### src/rtl/lfsr_scrambler_pkg.sv
// Shared constants for the parallel self-synchronising scrambler: mode encoding
// and the default x^7+x^4+1 polynomial and seed.
package lfsr_scrambler_pkg;

  localparam logic MODE_SCRAMBLE   = 1'b0;
  localparam logic MODE_DESCRAMBLE = 1'b1;

  localparam int         DEFAULT_LFSR_LEN = 7;
  localparam int         DEFAULT_DATA_W   = 8;
  localparam logic [6:0] DEFAULT_TAPS     = 7'b1001000;
  localparam logic [6:0] DEFAULT_SEED     = 7'b1010000;

endpackage

### src/rtl/lfsr_step_unroll.sv
// Combinational unroll of DATA_W multiplicative scrambler bit-steps; bit 0 of
// data_i is processed first, so it sees the oldest LFSR state.
import lfsr_scrambler_pkg::*;

module lfsr_step_unroll #(
  parameter int                  LFSR_LEN = DEFAULT_LFSR_LEN,
  parameter logic [LFSR_LEN-1:0] TAPS     = DEFAULT_TAPS,
  parameter int                  DATA_W   = DEFAULT_DATA_W
) (
  input  logic [LFSR_LEN-1:0] state_i,
  input  logic [DATA_W-1:0]   data_i,
  input  logic                mode_i,
  output logic [LFSR_LEN-1:0] state_o,
  output logic [DATA_W-1:0]   y_o
);

  logic [LFSR_LEN-1:0] s;
  logic [DATA_W-1:0]   y_c;
  logic                fb;
  logic                shift_in;

  always_comb begin
    s        = state_i;
    y_c      = '0;
    fb       = 1'b0;
    shift_in = 1'b0;
    for (int i = 0; i < DATA_W; i++) begin
      fb     = ^(s & TAPS);
      y_c[i] = data_i[i] ^ fb;
      // The register always tracks line bits: scrambled output on TX, received bits on RX.
      shift_in = (mode_i == MODE_DESCRAMBLE) ? data_i[i] : y_c[i];
      s        = {s[LFSR_LEN-2:0], shift_in};
    end
    state_o = s;
    y_o     = y_c;
  end

endmodule

### src/rtl/lfsr_scrambler_par.sv
// Parallel self-synchronising scrambler/descrambler with one registered output
// stage. Optional SCRAMBLER_BYPASS_EN adds a per-beat bypass input.
import lfsr_scrambler_pkg::*;

module lfsr_scrambler_par #(
  parameter int                  LFSR_LEN = DEFAULT_LFSR_LEN,
  parameter logic [LFSR_LEN-1:0] TAPS     = DEFAULT_TAPS,
  parameter int                  DATA_W   = DEFAULT_DATA_W,
  parameter logic [LFSR_LEN-1:0] SEED     = DEFAULT_SEED
) (
  input  logic                clk,
  input  logic                reset,
`ifdef SCRAMBLER_BYPASS_EN
  input  logic                bypass,
`endif
  input  logic                mode,
  input  logic                seed_load,
  input  logic [LFSR_LEN-1:0] seed_in,
  input  logic                in_valid,
  output logic                in_ready,
  input  logic [DATA_W-1:0]   in_data,
  output logic                out_valid,
  input  logic                out_ready,
  output logic [DATA_W-1:0]   out_data,
  output logic [LFSR_LEN-1:0] state_out
);

  // Handshake: a transfer happens on a rising edge where valid && ready are both
  // high; valid never drops and data never changes while waiting for ready.

  logic [LFSR_LEN-1:0] state_q, state_d;
  logic                out_valid_q, out_valid_d;
  logic [DATA_W-1:0]   out_data_q, out_data_d;
  logic [LFSR_LEN-1:0] step_state;
  logic [DATA_W-1:0]   step_y;
  logic                accept;

  lfsr_step_unroll #(
    .LFSR_LEN (LFSR_LEN),
    .TAPS     (TAPS),
    .DATA_W   (DATA_W)
  ) u_step (
    .state_i (state_q),
    .data_i  (in_data),
    .mode_i  (mode),
    .state_o (step_state),
    .y_o     (step_y)
  );

  // No skid buffer: a stalled output stage stalls the input.
  assign in_ready = !seed_load && (!out_valid_q || out_ready);
  assign accept   = in_valid && in_ready;

  always_comb begin
    state_d     = state_q;
    out_valid_d = out_valid_q;
    out_data_d  = out_data_q;
    if (seed_load) begin
      state_d = seed_in;
    end else if (accept) begin
      state_d = step_state;
    end
    if (accept) begin
      out_valid_d = 1'b1;
`ifdef SCRAMBLER_BYPASS_EN
      // LFSR still advances on bypassed beats so both link ends stay in lockstep.
      out_data_d  = bypass ? in_data : step_y;
`else
      out_data_d  = step_y;
`endif
    end else if (out_ready) begin
      out_valid_d = 1'b0;
    end
  end

  always_ff @(posedge clk) begin
    if (reset) begin
      state_q     <= SEED;
      out_valid_q <= 1'b0;
      out_data_q  <= '0;
    end else begin
      state_q     <= state_d;
      out_valid_q <= out_valid_d;
      out_data_q  <= out_data_d;
    end
  end

  assign out_valid = out_valid_q;
  assign out_data  = out_data_q;
  assign state_out = state_q;

endmodule

### config.mk
export PLATFORM = sky130hd
export DESIGN_NAME = lfsr_scrambler_par
export DESIGN_NICKNAME = d
export VERILOG_FILES = /design/src/rtl/lfsr_scrambler_pkg.sv /design/src/rtl/lfsr_step_unroll.sv /design/src/rtl/lfsr_scrambler_par.sv
export SDC_FILE = /design/constraint.sdc
export NUM_CORES = 1
export LEC_CHECK = 0
export CORE_MARGIN = 3
export CORE_UTILIZATION = 43
export CTS_CLUSTER_DIAMETER = 30
export CTS_CLUSTER_SIZE = 28
export DETAILED_ROUTE_END_ITERATION = 6
export GPL_TIMING_DRIVEN = 0
export PLACE_DENSITY = 0.78
export SYNTH_ARGS = -nofsm -noshare
export SYNTH_HDL_FRONTEND = slang
export SYNTH_SLANG_ARGS = --single-unit
export TNS_END_PERCENT = 30
### constraint.sdc
create_clock -name clk -period 2 [get_ports clk]
set_clock_uncertainty 0.15 [all_clocks]
set_input_delay 0.4 -clock clk [delete_from_list [all_inputs] [get_ports clk]]
set_output_delay 0.4 -clock clk [all_outputs]
set_load 0.005 [all_outputs]
==> results by group, run 1 <==
Synth
  • Yosys warnings: 0
  • Synth Area in Compound Gates: 18.27%
  • Total standard cell area after synthesis: 0.001013 mm2
  • Area share of xor/xnor cells in the synthesized design: 23.09%
  • Mean post-synth cell area: 8.446 um2
  • Post-synthesis mux area share: 0%
  • Simple logic cell fraction of the synthesized area: 21.73%
  • Number of nets produced by synthesis: 141
  • #FFs+latches synth: 16
  • Area fraction of the dominant cell type after synthesis: 31.60%
  • Leading post-synthesis cells by instance count: 16 x sky130_fd_sc_hd__dfxtp_1, 16 x sky130_fd_sc_hd__xnor2_1, 15 x sky130_fd_sc_hd__nor2_1
  • Adder-cell area share of the yosys netlist: 0%
  • Async set-or-reset flop fraction in the synthesized netlist: 0%
  • Sequential cell area fraction in the yosys report: 31.60%
  • Count of flip-flops with a built-in enable after synthesis: 0
  • Most area-hungry cell type in the Yosys netlist: sky130_fd_sc_hd__dfxtp_1
  • Cells after synthesis: 120
  • Dominant combinational cell family by area after synthesis: XOR/XNOR gates
  • Main area contributors after synthesis: sky130_fd_sc_hd__dfxtp_1 32%, sky130_fd_sc_hd__xnor2_1 14%, sky130_fd_sc_hd__xnor3_1 6.7%, sky130_fd_sc_hd__nor2_1 5.6%, sky130_fd_sc_hd__a21oi_1 4.4%
  • Synth unique cells: 31
  • Most frequently used flop master after synthesis: sky130_fd_sc_hd__dfxtp_1

Die
  • Number of placement rows: 16
  • Die area: 0.002976 mm2
  • DIE HEIGHT: 54.55 um
  • Floorplan Core Area: 0.002102 mm2
  • Number of primary I/O pins: 38
  • Initial core utilization: 48.21%
  • Die width: 54.55 um

Setup path
  • Required time of the worst setup path: 1.45 ns
  • CP Cell Sequence: clkdlybuf4s50_1 > nand2b_4 > nor2b_1 > dlygate4sd2_1
  • Startpoint of the worst-slack reg-to-reg timing path: state_out[1]
  • Highest cell delay on the worst timing path: 0.46 ns
  • Register-to-register path setup slack: 0.14 ns
  • Sort of element at the end of the critical path: primary output
  • Highest fanout seen on the critical path: 5
  • Arrival time of the worst setup path: 1.35 ns
  • Cell type of the slowest stage on the worst timing path: sky130_fd_sc_hd__clkdlybuf4s50_1
  • Startpoint Class: primary input
  • Crit Path Category: primary input to primary output
  • Crit path launch: out_ready

Layout
  • Layout cell share with drive strength beyond 1: 9.375%
  • Layout overhead on the synthesized area: 43.58%
  • Number of antenna cells inserted: 0
  • Layout fillers: 182
  • Final cell count without fillers: 187
  • Post-layout net count: 182

Detailed routing
  • Starting DRC count in detailed routing: 10
  • Per-cell via count in the routed design: 5.326
  • Total wirelength of the detailed-routed design: 2640 um
  • Total via count after detailed routing: 996
  • Router iterations before antenna repair: 4
  • Routed WL per cell: 14.12 um
  • Antenna Violating Nets Remaining: 0
  • Residual DRC count: 0

Status
  • Run status: finished, final reports clean

CTS
  • TritonCTS clock tree: yes
  • Number of H-tree branching levels: 1
  • Deepest clock path buffer count: 2
  • Total setup buffers inserted after CTS: 0
  • Sinks on the clock net: 16
  • Insertion delay to the later sink of the worst-skew pair: 0.29 ns
  • Inserted Clock Buffers: 3
  • Cell chosen for the clock root: sky130_fd_sc_hd__clkbuf_4
  • Clk pin slew, worst setup/hold paths: 0.10 ns

Pwr
  • P_int: 645.6 uW
  • Fraction of power spent switching nets: 29.81%
  • Flop pwr share: 39.8%
  • Clock power frac: 24.2%
  • Part of the power in combinational logic: 36.0%
  • Leakage component of the power: 0.0005573 uW
  • Design Power: 919.8 uW
  • Largest voltage drop on the vdd net: 0.4448 mV
  • Pwr/cell area: 632.1 mW/mm2
  • Switching power: 274.2 uW

STA
  • RSZ-0062 raised after global routing: yes
  • Final worst path period need: 1.903 ns
  • Achievable Freq: 525.5 MHz
  • Final count of negative-setup-slack endpoints: 0
  • Max transition margin: 71.67%
  • Max-slew violation total from the final report: 0
  • Fin crit share: 95.14%
  • Final-report hold violation count: 0
  • Transition time at the pin with the least slew margin: 0.4250 ns

Global routing
  • Maximum number of pins on one net before global-route repair: 11
  • Number of global-route vias before repair: 1,006
  • Total Routing Usage GR: 20.57%
  • Grt ovf: 0
  • Global-route wire length before repair: 4347 um
  • Antenna violations before repair: 0

Min path
  • Worst hold path class: primary input to flop
  • Startpoint of the most critical hold path: reset

Place
  • Post-Place Cells: 183
  • I/O Buffers: 36
  • Global placer's final weighted congestion: 0.8446
  • Post-detailed-placement half-perimeter wirelength: 2097 um

Flow run
  • Maximum capacitance violations: 0
[critical path, delay by kind of cell]
kind / cells / cell delay (ns)
buffers and inverters: 2 / 0.70
AND/OR/NAND/NOR: 2 / 0.25
[repair_timing]
item / in CTS / in global routing
endpoints found under the setup margin: 3 / 6
pin swaps: 0 / 0
resized for setup: 4 / 6
hold buffers: 0 / 0
hold endpoints to repair: 0 / 0
[registers in the layout, indices dropped and copies added, names as in the netlist]
signal     count
out_valid      1
state_out      7
out_data       8
[cell type report]
type / instances / area [um2] / area share (%)
multi-input cells: 94 / 648.1 / 44.54
repair buffers: 36 / 357.8 / 24.59
flip-flops and latches: 16 / 320.3 / 22.01
plain buffers: 9 / 55.05 / 3.783
clock buffers: 4 / 36.28 / 2.494
well taps: 27 / 33.78 / 2.322
inverters: 1 / 3.754 / 0.2580
[path summary, 6_finish.rpt]
| path | cells past startpoint | to |
|---|---|---|
| max | 4 | in_ready |
| min reg2reg | 2 | out_data[3] |
| max reg2reg | 6 | state_out[1] |
| min | 2 | state_out[0] |
[per-layer routing]
layer,wire [um],track usage [%]
met5,0,0
met3,124,5.450
met4,25,5.809
met2,1353,37.05
met1,1138,23.59
[cell families after synthesis]
logic type / count (synthesis)
AO/OA/AOI/OAI: 29
flip-flops: 16
XOR/XNOR: 22
buffers and inverters: 10
AND/OR/NAND/NOR: 43
[power by group through the flow]
stage / Combinational, uW / Clock [uW] / Sequential [uW]
floorplan: 195 / 0 / 373
global placement: 320 / 0 / 372
detailed placement: 330 / 0 / 373
CTS: 331 / 228 / 366
global route: 363 / 239 / 370
finish: 331 / 223 / 366
[layout by cell type, fill, tap and decap left out]
cell	Yosys	final
sky130_fd_sc_hd__a2111oi_2	1	1
sky130_fd_sc_hd__a211o_1	2	2
sky130_fd_sc_hd__a211oi_1	3	3
sky130_fd_sc_hd__a21oi_1	9	9
sky130_fd_sc_hd__a311o_1	1	1
sky130_fd_sc_hd__and2_1	1	1
sky130_fd_sc_hd__and3_1	3	3
sky130_fd_sc_hd__and3b_1	1	1
sky130_fd_sc_hd__buf_2	1	1
sky130_fd_sc_hd__buf_4	4	4
sky130_fd_sc_hd__clkbuf_1	4	2
sky130_fd_sc_hd__clkbuf_2	0	1
sky130_fd_sc_hd__clkbuf_4	0	4
sky130_fd_sc_hd__clkbuf_8	0	1
sky130_fd_sc_hd__clkdlybuf4s50_1	0	34
sky130_fd_sc_hd__dfxtp_1	16	16
sky130_fd_sc_hd__dlygate4sd2_1	0	2
sky130_fd_sc_hd__inv_1	1	1
sky130_fd_sc_hd__nand2_1	9	9
sky130_fd_sc_hd__nand2b_1	2	2
sky130_fd_sc_hd__nand2b_4	0	1
sky130_fd_sc_hd__nand3_1	1	1
sky130_fd_sc_hd__nand3b_1	1	1
sky130_fd_sc_hd__nor2_1	15	15
sky130_fd_sc_hd__nor2b_1	1	1
sky130_fd_sc_hd__nor3b_1	1	1
sky130_fd_sc_hd__nor4_1	1	1
sky130_fd_sc_hd__nor4b_1	2	2
sky130_fd_sc_hd__o21ai_0	9	8
sky130_fd_sc_hd__o21ai_1	1	1
sky130_fd_sc_hd__o21ai_2	0	1
sky130_fd_sc_hd__o22ai_1	2	2
sky130_fd_sc_hd__o22ai_2	1	1
sky130_fd_sc_hd__or3_1	4	4
sky130_fd_sc_hd__xnor2_1	16	16
sky130_fd_sc_hd__xnor3_1	3	3
sky130_fd_sc_hd__xor2_1	3	3
[through the flow]
step / hold WS [ns] / util [%] / setup TNS, ns / worst slack (ns) / area (um2)
global route: 0.2125 / 69.23 / -0.01990 / -0.01990 / 1455
finish: 0.2034 / 69.23 / 0 / 0.09718 / 1455
floorplan: 0.2982 / - / 0 / 0.2777 / 1013
detailed placement: 0.3125 / 66.96 / -3.024 / -0.3299 / 1408
CTS: 0.2036 / 68.63 / 0 / 0.05458 / 1443
global placement: 0.2941 / 66.96 / -2.430 / -0.2983 / 1408
Power figures use the tool's default switching activity.
==> run 2, diff against run 1 <==
==> constraint.sdc (replaced) <==
create_clock -name clk -period 2.1 [get_ports clk]
set_clock_uncertainty 0.15 [all_clocks]
set_input_delay 0.42 -clock clk [delete_from_list [all_inputs] [get_ports clk]]
set_output_delay 0.42 -clock clk [all_outputs]
set_load 0.01 [all_outputs]
==> results by group, run 2 (synthesis gave the netlist of run 1 again) <==
Setup path
  • Sort of element at the end of the critical path: primary output
  • Crit Path Category: primary input to primary output
  • R2R cell count: 6 (unchanged)
  • Reg-to-reg endpoint: state_out[1]
  • Highest cell delay on the worst timing path: 0.39 ns (-0.07 ns)
  • Crit path launch: out_ready
  • Cell type of the slowest stage on the worst timing path: sky130_fd_sc_hd__clkdlybuf4s50_1
  • Highest fanout seen on the critical path: 5 (unchanged)
  • Arrival time of the worst setup path: 1.43 ns (+0.08 ns)
  • Startpoint Class: primary input
  • Last element of the critical path: in_ready
  • Required time of the worst setup path: 1.53 ns (+0.08 ns)
  • CP Cell Sequence: clkdlybuf4s50_1 > nand2b_2 > nor2b_1 > dlygate4sd2_1
  • Startpoint of the worst-slack reg-to-reg timing path: state_out[1]
  • Register-to-register path setup slack: 0.21 ns (+0.07 ns)

CTS
  • Total setup buffers inserted after CTS: 0 (unchanged)
  • CTS Hold Bufs: 0 (unchanged)
  • Clk pin slew, worst setup/hold paths: 0.10 ns (about the same)
  • Cell chosen for the clock root: sky130_fd_sc_hd__clkbuf_4
  • Number of H-tree branching levels: 1 (unchanged)
  • Deepest clock path buffer count: 2 (unchanged)
  • Insertion delay to the later sink of the worst-skew pair: 0.29 ns (about the same)
  • Sinks on the clock net: 16 (unchanged)
  • TritonCTS clock tree: yes
  • Inserted Clock Buffers: 3 (unchanged)

Status
  • Run status: finished, final reports clean

Place
  • Post-detailed-placement half-perimeter wirelength: 2097 um (unchanged)
  • Post-Place Cells: 183 (unchanged)
  • Global placer's final weighted congestion: 0.8446 (unchanged)
  • Worst setup timing slack at the placement stage: -0.2750 ns (+0.05490 ns)
  • I/O Buffers: 36 (unchanged)
  • Placed Instance Area: 0.001408 mm2 (unchanged)

STA
  • Transition time at the pin with the least slew margin: 0.4180 ns (-0.006935 ns)
  • Achievable Freq: 500.4 MHz
  • Final-report hold violation count: 0 (unchanged)
  • Worst Slack Setup Final: 0.1017 ns (+0.004521 ns)
  • Max transition margin: 72.13% (+0.46 points)
  • Hold slack final: 0.2230 ns (+0.01952 ns)
  • Max-slew violation total from the final report: 0 (unchanged)
  • Final count of negative-setup-slack endpoints: 0 (unchanged)
  • Fin crit share: 95.16%
  • Summed negative setup slack over all endpoints: 0 ns (unchanged)
  • RSZ-0062 raised after global routing: no
  • Final worst path period need: 1.998 ns

Global routing
  • Number of global-route vias before repair: 1,006 (unchanged)
  • Total Routing Usage GR: 20.57% (unchanged)
  • Global-route wire length before repair: 4347 um (unchanged)
  • Antenna violations before repair: 0 (unchanged)
  • Maximum number of pins on one net before global-route repair: 11 (unchanged)
  • Grt ovf: 0 (unchanged)

Detailed routing
  • Total wirelength of the detailed-routed design: 2638 um (about the same)
  • Router iterations before antenna repair: 4 (unchanged)
  • Per-cell via count in the routed design: 5.310 (-0.30%)
  • Residual DRC count: 0 (unchanged)
  • Antenna Violating Nets Remaining: 0 (unchanged)
  • Starting DRC count in detailed routing: 8 (-2)
  • Routed WL per cell: 14.11 um (about the same)
  • Total via count after detailed routing: 993 (-0.30%)

Min path
  • WHS Path Cells: 2 (unchanged)
  • Worst hold path class: primary input to flop

Die
  • DIE HEIGHT: 54.55 um (unchanged)
  • Die width: 54.55 um (unchanged)
  • Die area: 0.002976 mm2 (unchanged)
  • Floorplan Core Area: 0.002102 mm2 (unchanged)
  • Number of primary I/O pins: 38 (unchanged)
  • Number of placement rows: 16 (unchanged)
  • Initial core utilization: 48.21% (unchanged)

Pwr
  • Leakage component of the power: 0.0005480 uW (-1.7%)
  • Largest voltage drop on the vdd net: 0.4157 mV (-6.5%)
  • Pwr/cell area: 612.8 mW/mm2 (-3.1%)

Layout
  • Post-layout net count: 182 (unchanged)
  • Final cell count without fillers: 187 (unchanged)
  • Number of flip-flops in the largest register: 8 (unchanged)
  • Layout overhead on the synthesized area: 42.35%
  • Number of antenna cells inserted: 0 (unchanged)
  • Highest-count cells in the layout ignoring fill and taps: 34 x sky130_fd_sc_hd__clkdlybuf4s50_1, 16 x sky130_fd_sc_hd__xnor2_1, 16 x sky130_fd_sc_hd__dfxtp_1
  • Most common library cell in the layout ignoring fill and taps: sky130_fd_sc_hd__clkdlybuf4s50_1
  • Design area: 0.001443 mm2 (-0.86%)
  • Layout cell share with drive strength beyond 1: 8.125% (-1.2 points)

Flow run
  • Maximum capacitance violations: 0 (unchanged)
[run 2: changes by cell type in the layout (fill, tap and decap cells not counted), sizes merged]
cell,before,now
buf,5,6
clkbuf,8,7
[run 2: repair_timing]
action	CTS	global route
resized for setup	2	4
gates cloned	0	0
setup endpoints to repair	1	7
[run 2: final cells by class]
type / instances / area (um2)
well taps: 27 / 33.78
flip-flops and latches: 16 / 320.3
inverters: 1 / 3.754
fillers: 188 / 659.4
repair buffers: 36 / 357.8
clock buffers: 4 / 36.28
multi-input cells: 94 / 639.4
plain buffers: 9 / 51.30
[run 2: worst min path at each step]
| stage | startpoint | end | slack (ns) |
|---|---|---|---|
| 4_1_cts | reset | state_out[0] | 0.22 |
| 3_5_place_dp | out_data[3] | out_data[3] | 0.31 |
| 2_1_floorplan | out_data[3] | out_data[3] | 0.33 |
| 3_3_place_gp | out_data[3] | out_data[3] | 0.29 |
| 6_report | reset | state_out[0] | 0.22 |
| 5_1_grt | reset | state_out[0] | 0.23 |
[run 2: critical path, delay by kind of cell]
family / cells / cell delay [ns]
AND/OR/NAND/NOR: 2 / 0.34
buffers and inverters: 2 / 0.67
[run 2: report_power, final]
group / internal [uW] / switching [uW]
Sequential: 328 / 20.0
Combinational: 180 / 143
Clock: 106 / 107
[run 2: per-stage QoR]
| stage | power, uW | util, % |
|---|---|---|
| after CTS | 890.3 | 68.57 |
| final | 884.1 | 68.63 |
| after global routing | 931.9 | 68.63 |
| after floorplan | 550.2 | - |
| after global placement | 669.0 | 66.96 |
| after detailed placement | 679.9 | 66.96 |
[run 2: metal layers]
metal  track usage, %  vias up  share of wire [%]
li1                 -      494                  -
met1            23.59      471                 43
met2            37.05       24                 52
met3            5.450        4                4.8
met4            5.809        0               0.95
met5                0        -                  0
